$ cat src/rtl/csr_trap_ctrl_if.sv
// csr_trap_ctrl_if: retire-side flags, CSR strobes and fetch redirect of the trap sequencer.
// Latency: none, this is a bundle of wires.
// Backpressure: redirect_valid_o/redirect_ready_i is the only handshake carried here.
interface csr_trap_ctrl_if;
  logic        instr_valid_i;
  logic [31:0] pc_i;
  logic        illegal_i;
  logic        ecall_i;
  logic        ebreak_i;
  logic        mret_i;
  logic [31:0] mtvec_i;
  logic [31:0] mepc_i;
  logic        redirect_ready_i;

  logic [1:0]  exception_o;
  logic        mepc_we_o;
  logic [31:0] mepc_wdata_o;
  logic        mie_save_o;
  logic        mret_restore_o;
  logic        stall_o;
  logic        flush_o;
  logic        redirect_valid_o;
  logic [31:0] redirect_pc_o;

  // Trap sequencer side.
  modport master (
    input  instr_valid_i, pc_i, illegal_i, ecall_i, ebreak_i, mret_i,
    input  mtvec_i, mepc_i, redirect_ready_i,
    output exception_o, mepc_we_o, mepc_wdata_o, mie_save_o, mret_restore_o,
    output stall_o, flush_o, redirect_valid_o, redirect_pc_o
  );

  // Pipeline / CSR file / fetch side.
  modport slave (
    output instr_valid_i, pc_i, illegal_i, ecall_i, ebreak_i, mret_i,
    output mtvec_i, mepc_i, redirect_ready_i,
    input  exception_o, mepc_we_o, mepc_wdata_o, mie_save_o, mret_restore_o,
    input  stall_o, flush_o, redirect_valid_o, redirect_pc_o
  );
endinterface

$ cat src/rtl/csr_trap_ctrl.sv
// csr_trap_ctrl: turns a retiring exception/mret into mcause/mepc/mstatus strobes plus a fetch redirect.
// Latency: event in IDLE cycle N -> CSR pulses in N+1 -> redirect_valid_o from N+2 until accepted.
// Backpressure: REDIRECT holds target and stall until redirect_ready_i; events outside IDLE are dropped.
module csr_trap_ctrl #(
  parameter logic [31:0] PC_RESET = 32'h0000_0000
) (
  input  logic            clk_i,
  input  logic            rst_i,
  csr_trap_ctrl_if.master bus
);

  typedef enum logic [1:0] {
    IDLE     = 2'd0,
    TRAP     = 2'd1,
    RET      = 2'd2,
    REDIRECT = 2'd3
  } state_t;

  state_t      r_state;
  state_t      w_state_nxt;
  logic [1:0]  r_cause;
  logic [31:0] r_epc;
  logic [31:0] r_target;

  logic        w_any_trap;
  logic        w_trap_evt;
  logic        w_mret_evt;
  logic [1:0]  w_code;
  logic        w_unused_low_bits;

  // mret only counts when no trap flag is present; a trap flag always wins.
  assign w_any_trap = bus.illegal_i | bus.ebreak_i | bus.ecall_i;
  assign w_trap_evt = bus.instr_valid_i & w_any_trap;
  assign w_mret_evt = bus.instr_valid_i & bus.mret_i & ~w_any_trap;

  // The MODE bits of mtvec and the low bits of mepc never reach the target.
  assign w_unused_low_bits = ^{bus.mtvec_i[1:0], bus.mepc_i[1:0]};

  // Cause encoding with priority illegal > ebreak > ecall; only used on a trap event.
  always_comb begin
    w_code = 2'b10;
    if (bus.illegal_i) begin
      w_code = 2'b01;
    end else if (bus.ebreak_i) begin
      w_code = 2'b11;
    end
  end

  // State register; reset drops any pending redirect.
  always_ff @(posedge clk_i) begin
    if (!rst_i) begin
      r_state <= IDLE;
    end else begin
      r_state <= w_state_nxt;
    end
  end

  // Capture cause, faulting PC and redirect target at the moment an event is accepted.
  always_ff @(posedge clk_i) begin
    if (!rst_i) begin
      r_cause  <= 2'b00;
      r_epc    <= PC_RESET;
      r_target <= PC_RESET;
    end else if (r_state == IDLE) begin
      if (w_trap_evt) begin
        r_cause  <= w_code;
        r_epc    <= bus.pc_i;
        r_target <= {bus.mtvec_i[31:2], 2'b00};
      end else if (w_mret_evt) begin
        r_target <= {bus.mepc_i[31:2], 2'b00};
      end
    end
  end

  // Next-state and per-state strobes; everything defaults to idle-quiet.
  always_comb begin
    w_state_nxt          = r_state;
    bus.exception_o      = 2'b00;
    bus.mepc_we_o        = 1'b0;
    bus.mie_save_o       = 1'b0;
    bus.mret_restore_o   = 1'b0;
    bus.stall_o          = 1'b0;
    bus.flush_o          = 1'b0;
    bus.redirect_valid_o = 1'b0;
    case (r_state)
      IDLE: begin
        // Stall combinationally in the detect cycle so the trapping instruction holds.
        bus.stall_o = w_trap_evt | w_mret_evt;
        if (w_trap_evt) begin
          w_state_nxt = TRAP;
        end else if (w_mret_evt) begin
          w_state_nxt = RET;
        end
      end
      TRAP: begin
        bus.exception_o = r_cause;
        bus.mepc_we_o   = 1'b1;
        bus.mie_save_o  = 1'b1;
        bus.flush_o     = 1'b1;
        bus.stall_o     = 1'b1;
        w_state_nxt     = REDIRECT;
      end
      RET: begin
        bus.mret_restore_o = 1'b1;
        bus.flush_o        = 1'b1;
        bus.stall_o        = 1'b1;
        w_state_nxt        = REDIRECT;
      end
      REDIRECT: begin
        bus.redirect_valid_o = 1'b1;
        bus.stall_o          = 1'b1;
        if (bus.redirect_ready_i) begin
          w_state_nxt = IDLE;
        end
      end
      default: begin
        w_state_nxt = IDLE;
      end
    endcase
  end

  // Data outputs are straight views of the captured registers, stable through REDIRECT.
  assign bus.mepc_wdata_o  = r_epc;
  assign bus.redirect_pc_o = r_target;

endmodule

$ cat src/flat_wrapper.sv
// flat-port wrapper written by rule: the top's interface ports become plain ports
module csr_trap_ctrl_flat 
#(
  parameter logic [31:0] PC_RESET = 32'h0000_0000
)
  (clk_i, rst_i, bus_instr_valid_i, bus_pc_i, bus_illegal_i, bus_ecall_i, bus_ebreak_i, bus_mret_i, bus_mtvec_i, bus_mepc_i, bus_redirect_ready_i, bus_exception_o, bus_mepc_we_o, bus_mepc_wdata_o, bus_mie_save_o, bus_mret_restore_o, bus_stall_o, bus_flush_o, bus_redirect_valid_o, bus_redirect_pc_o);
  csr_trap_ctrl_if bus_i ();
  input  logic clk_i;
  input  logic rst_i;
  input wire logic [$bits(bus_i.instr_valid_i)-1:0] bus_instr_valid_i;
  input wire logic [$bits(bus_i.pc_i)-1:0] bus_pc_i;
  input wire logic [$bits(bus_i.illegal_i)-1:0] bus_illegal_i;
  input wire logic [$bits(bus_i.ecall_i)-1:0] bus_ecall_i;
  input wire logic [$bits(bus_i.ebreak_i)-1:0] bus_ebreak_i;
  input wire logic [$bits(bus_i.mret_i)-1:0] bus_mret_i;
  input wire logic [$bits(bus_i.mtvec_i)-1:0] bus_mtvec_i;
  input wire logic [$bits(bus_i.mepc_i)-1:0] bus_mepc_i;
  input wire logic [$bits(bus_i.redirect_ready_i)-1:0] bus_redirect_ready_i;
  output wire logic [$bits(bus_i.exception_o)-1:0] bus_exception_o;
  output wire logic [$bits(bus_i.mepc_we_o)-1:0] bus_mepc_we_o;
  output wire logic [$bits(bus_i.mepc_wdata_o)-1:0] bus_mepc_wdata_o;
  output wire logic [$bits(bus_i.mie_save_o)-1:0] bus_mie_save_o;
  output wire logic [$bits(bus_i.mret_restore_o)-1:0] bus_mret_restore_o;
  output wire logic [$bits(bus_i.stall_o)-1:0] bus_stall_o;
  output wire logic [$bits(bus_i.flush_o)-1:0] bus_flush_o;
  output wire logic [$bits(bus_i.redirect_valid_o)-1:0] bus_redirect_valid_o;
  output wire logic [$bits(bus_i.redirect_pc_o)-1:0] bus_redirect_pc_o;
  assign bus_i.instr_valid_i = bus_instr_valid_i;
  assign bus_i.pc_i = bus_pc_i;
  assign bus_i.illegal_i = bus_illegal_i;
  assign bus_i.ecall_i = bus_ecall_i;
  assign bus_i.ebreak_i = bus_ebreak_i;
  assign bus_i.mret_i = bus_mret_i;
  assign bus_i.mtvec_i = bus_mtvec_i;
  assign bus_i.mepc_i = bus_mepc_i;
  assign bus_i.redirect_ready_i = bus_redirect_ready_i;
  assign bus_exception_o = bus_i.exception_o;
  assign bus_mepc_we_o = bus_i.mepc_we_o;
  assign bus_mepc_wdata_o = bus_i.mepc_wdata_o;
  assign bus_mie_save_o = bus_i.mie_save_o;
  assign bus_mret_restore_o = bus_i.mret_restore_o;
  assign bus_stall_o = bus_i.stall_o;
  assign bus_flush_o = bus_i.flush_o;
  assign bus_redirect_valid_o = bus_i.redirect_valid_o;
  assign bus_redirect_pc_o = bus_i.redirect_pc_o;
  csr_trap_ctrl #(.PC_RESET(PC_RESET)) u_core (.clk_i(clk_i), .rst_i(rst_i), .bus(bus_i));
endmodule
$ cat config.mk
export PLATFORM = sky130hd
export DESIGN_NAME = csr_trap_ctrl_flat
export DESIGN_NICKNAME = d
export VERILOG_FILES = /design/src/rtl/csr_trap_ctrl_if.sv /design/src/rtl/csr_trap_ctrl.sv /design/src/flat_wrapper.sv
export SDC_FILE = /design/constraint.sdc
export NUM_CORES = 1
export LEC_CHECK = 0
export BUFFER_PORTS_ARGS = -buffer_cell sky130_fd_sc_hd__buf_2
export CAP_MARGIN = 20
export CELL_PAD_IN_SITES_DETAIL_PLACEMENT = 1
export CELL_PAD_IN_SITES_GLOBAL_PLACEMENT = 1
export CORE_MARGIN = 2
export CORE_UTILIZATION = 30
export DETAILED_ROUTE_END_ITERATION = 16
export GPL_TIMING_DRIVEN = 0
export PLACE_DENSITY_LB_ADDON = 0.05
export SLEW_MARGIN = 15
export SYNTH_ARGS = -nofsm -noshare
export SYNTH_HDL_FRONTEND = slang
export SYNTH_SLANG_ARGS = --single-unit
$ cat constraint.sdc
create_clock -name clk_i -period 2.05 [get_ports clk_i]
set_input_delay 0 -clock clk_i [delete_from_list [all_inputs] [get_ports clk_i]]
set_output_delay 0 -clock clk_i [all_outputs]
set_load 0.02 [all_outputs]
==> qor.yml <==
run_status:
  status: "completed"
synth:
  syn_area_sq_mm: 0.00296
  synth_edf_count: 0
  synth.distinct_cells: 27
  synth.avg_cell_area_sq_um: 8.47
  synth_ff_type: "dfxtp_1"
  async_reset_ff_frac: 0
  synth-seq-cells: 66
  seq_area_frac_synth: 0.446
  netlist_instances: 350
  yosysWarnings: 0
final_layout:
  antennaDiodeCount: 0
  fillers: 1190
  drive_gt1_frac: 0.364
  layout_common_cells: "buf_2, nand2_1, dlygate4sd3_1, dfxtp_1, a21oi_1"
  syn_to_final_growth_pct: 72.0
  layout_commonest_cell: "buf_2"
  layout.nets: 729
  regArea_sq_mm: 0.00132
  final_util: 0.526
  multiInputGateArea_sq_mm: 0.00146
cts:
  clockBufferDepth: 2
  cts-root-buf: "clkbuf_8"
  clock_latency_ns: 0.34
  clkSinkCount: 66
  cts.clk_slew.worst_paths_ns: 0.08
  cts_tree: "done"
  numCtsBuffers: 9
  post_cts_buffers: 0
  htreeDepth: 3
route:
  wl_per_cell_um: 14.8
  drt_iter0_drc: 83
  first_pass_iters: 4
  drt-total-wl_mm: 11.2
  ant_nets: 0
  wl_met1_mm: 4.65
  top_layer_used: "met4"
  met3_length_um: 672
  via_per_inst: 4.61
  dr_total_vias: 3493
  drc: 0
  met2WireLength_mm: 5.75
sta:
  worst_pin_slew_ns: 0.723
  max_freq_ghz: 0.543
  finalClockSkew_ns: 0.0108
  min_period_ns: 1.84
  rsz0062_at_grt: "false"
  setup_viol_count_final: 0
  finalMaxSlewViolations: 0
  fin_crit_sh: 0.899
  holdWs_ns: 0.0220
  maxSlewHeadroom: 0.518
  hold_viol: 0
  setup_tns_ns: 0
critical_path:
  path_class: "register to register"
  crit_arrival_ns: 2.10
  critPathLaunchType: "register"
  path_max_fanout: 10
  worst_setup_path_end_kind: "register"
  crit_required_ns: 2.30
pwr:
  cellPowerDensity_mw_per_mm2: 983
  p_leak_nw: 2.30
  ir_drop_mv: 0.412
place:
  dp_hpwl_mm: 6.98
  numPortBuffers: 167
  gp_congestion: 0.764
grt:
  grt_max_degree: 11
  grt_pass1_wl_mm: 17.3
  gr-total-overflow: 0
  track_usage: 0.210
  first_global_vias: 3668
  antenna_found_initial: 0
floorplan:
  start_util: 0.306
  ios: 176
  coreArea_sq_mm: 0.00968
  die_area_sq_mm: 0.0107
  die_height_um: 103
  core.rowCount: 36
  die-width_um: 103
hold_path:
  min_path_type: "primary input to register"
flow_run:
  maxCapViolCount: 0
==> path summary, 6_finish.rpt <==
kind | cells after the start | end | from | slack, ns
max reg2reg | 7 | u_core.bus.redirect_pc_o[10]$_SDFFE_PN0P_ | u_core.r_state[0]$_SDFFE_PN0P_ | 0.21
min reg2reg | 2 | u_core.bus.mepc_wdata_o[28]$_SDFFE_PN0P_ | u_core.bus.mepc_wdata_o[28]$_SDFFE_PN0P_ | 0.45
min | 3 | u_core.r_state[0]$_SDFFE_PN0P_ | bus_mret_i | 0.02
max | 7 | u_core.bus.redirect_pc_o[10]$_SDFFE_PN0P_ | u_core.r_state[0]$_SDFFE_PN0P_ | 0.21
==> area by class of cell <==
cell class | count | area share
well taps | 133 | 0.0327
plain buffers | 35 | 0.0356
inverters | 3 | 0.00221
repair buffers | 260 | 0.347
multi-input cells | 246 | 0.286
clock buffers | 12 | 0.0304
clock inverters | 2 | 0.00737
flip-flops and latches | 66 | 0.259
==> worst max-delay path, cell delays in order, from the launching register on <==
cell      delay, ns
dfxtp_1        0.33
inv_1          0.11
ha_1           0.29
and2_1         0.16
clkbuf_1       0.19
clkbuf_2       0.28
a21oi_1        0.13
a311oi_2       0.27
==> flip-flops by register name (all words and copies together) (netlist names) <==
signal / cells
u_core.bus.mepc_wdata_o: 32
u_core.r_state: 2
u_core.r_cause: 2
u_core.bus.redirect_pc_o: 30
==> logic make-up (layout without fill, tap and decap cells) <==
kind of cell               Yosys count  after routing  share of synthesized area
adders and majority gates            4              4                     0.0169
DFF                                 66             66                      0.446
AOI/OAI and AO/OA                  102            102                      0.288
and+or+nand+nor                    138            138                      0.184
buffers and inverters               39            312                     0.0638
other                                1              2                    0.00127
==> power by group <==
group	leakage (nW)	switching, W	internal [W]
combinational	1.66	0.00130	0.000868
sequential	0.543	0.000154	0.00159
clock	0.0946	0.000479	0.000616
==> metrics by stage <==
stage / cells / total power, W / setup WS, ns / cell area [sq um]
floorplan: 351 / 0.00313 / 0.438 / 2970
global placement: 651 / 0.00376 / 0.0465 / 3970
detailed placement: 651 / 0.00380 / 0.00883 / 3970
CTS: 758 / 0.00505 / 0.00968 / 5090
global route: 757 / 0.00535 / 0.0108 / 5100
finish: 757 / 0.00501 / 0.208 / 5100
==> cell usage after synthesis, drive strengths merged, types with 2 or more instances <==
cell type,n,area [sq um]
a211oi,2,15.0
inv,3,11.3
nor3,3,15.0
clkbuf,29,110
a311oi,30,450
buf,7,67.6
and2,4,27.5
nor2,3,11.3
nand2,125,469
dfxtp,66,1320
ha,4,50.1
a21oi,62,310
==> metal layers <==
layer	vias up	track usage
met1	1623	0.238
met3	12	0.0544
li1	1749	-
met4	0	0.0709
met2	109	0.379
met5	-	0
==> repair_timing <==
action                                  4_1_cts  5_1_grt
endpoints found under the hold margin        64        0
endpoints found under the setup margin        7       60
cloned                                        0        0
gates resized for setup                       1       10
hold buffers                                 93        0
(Power assumes the default switching activity.)
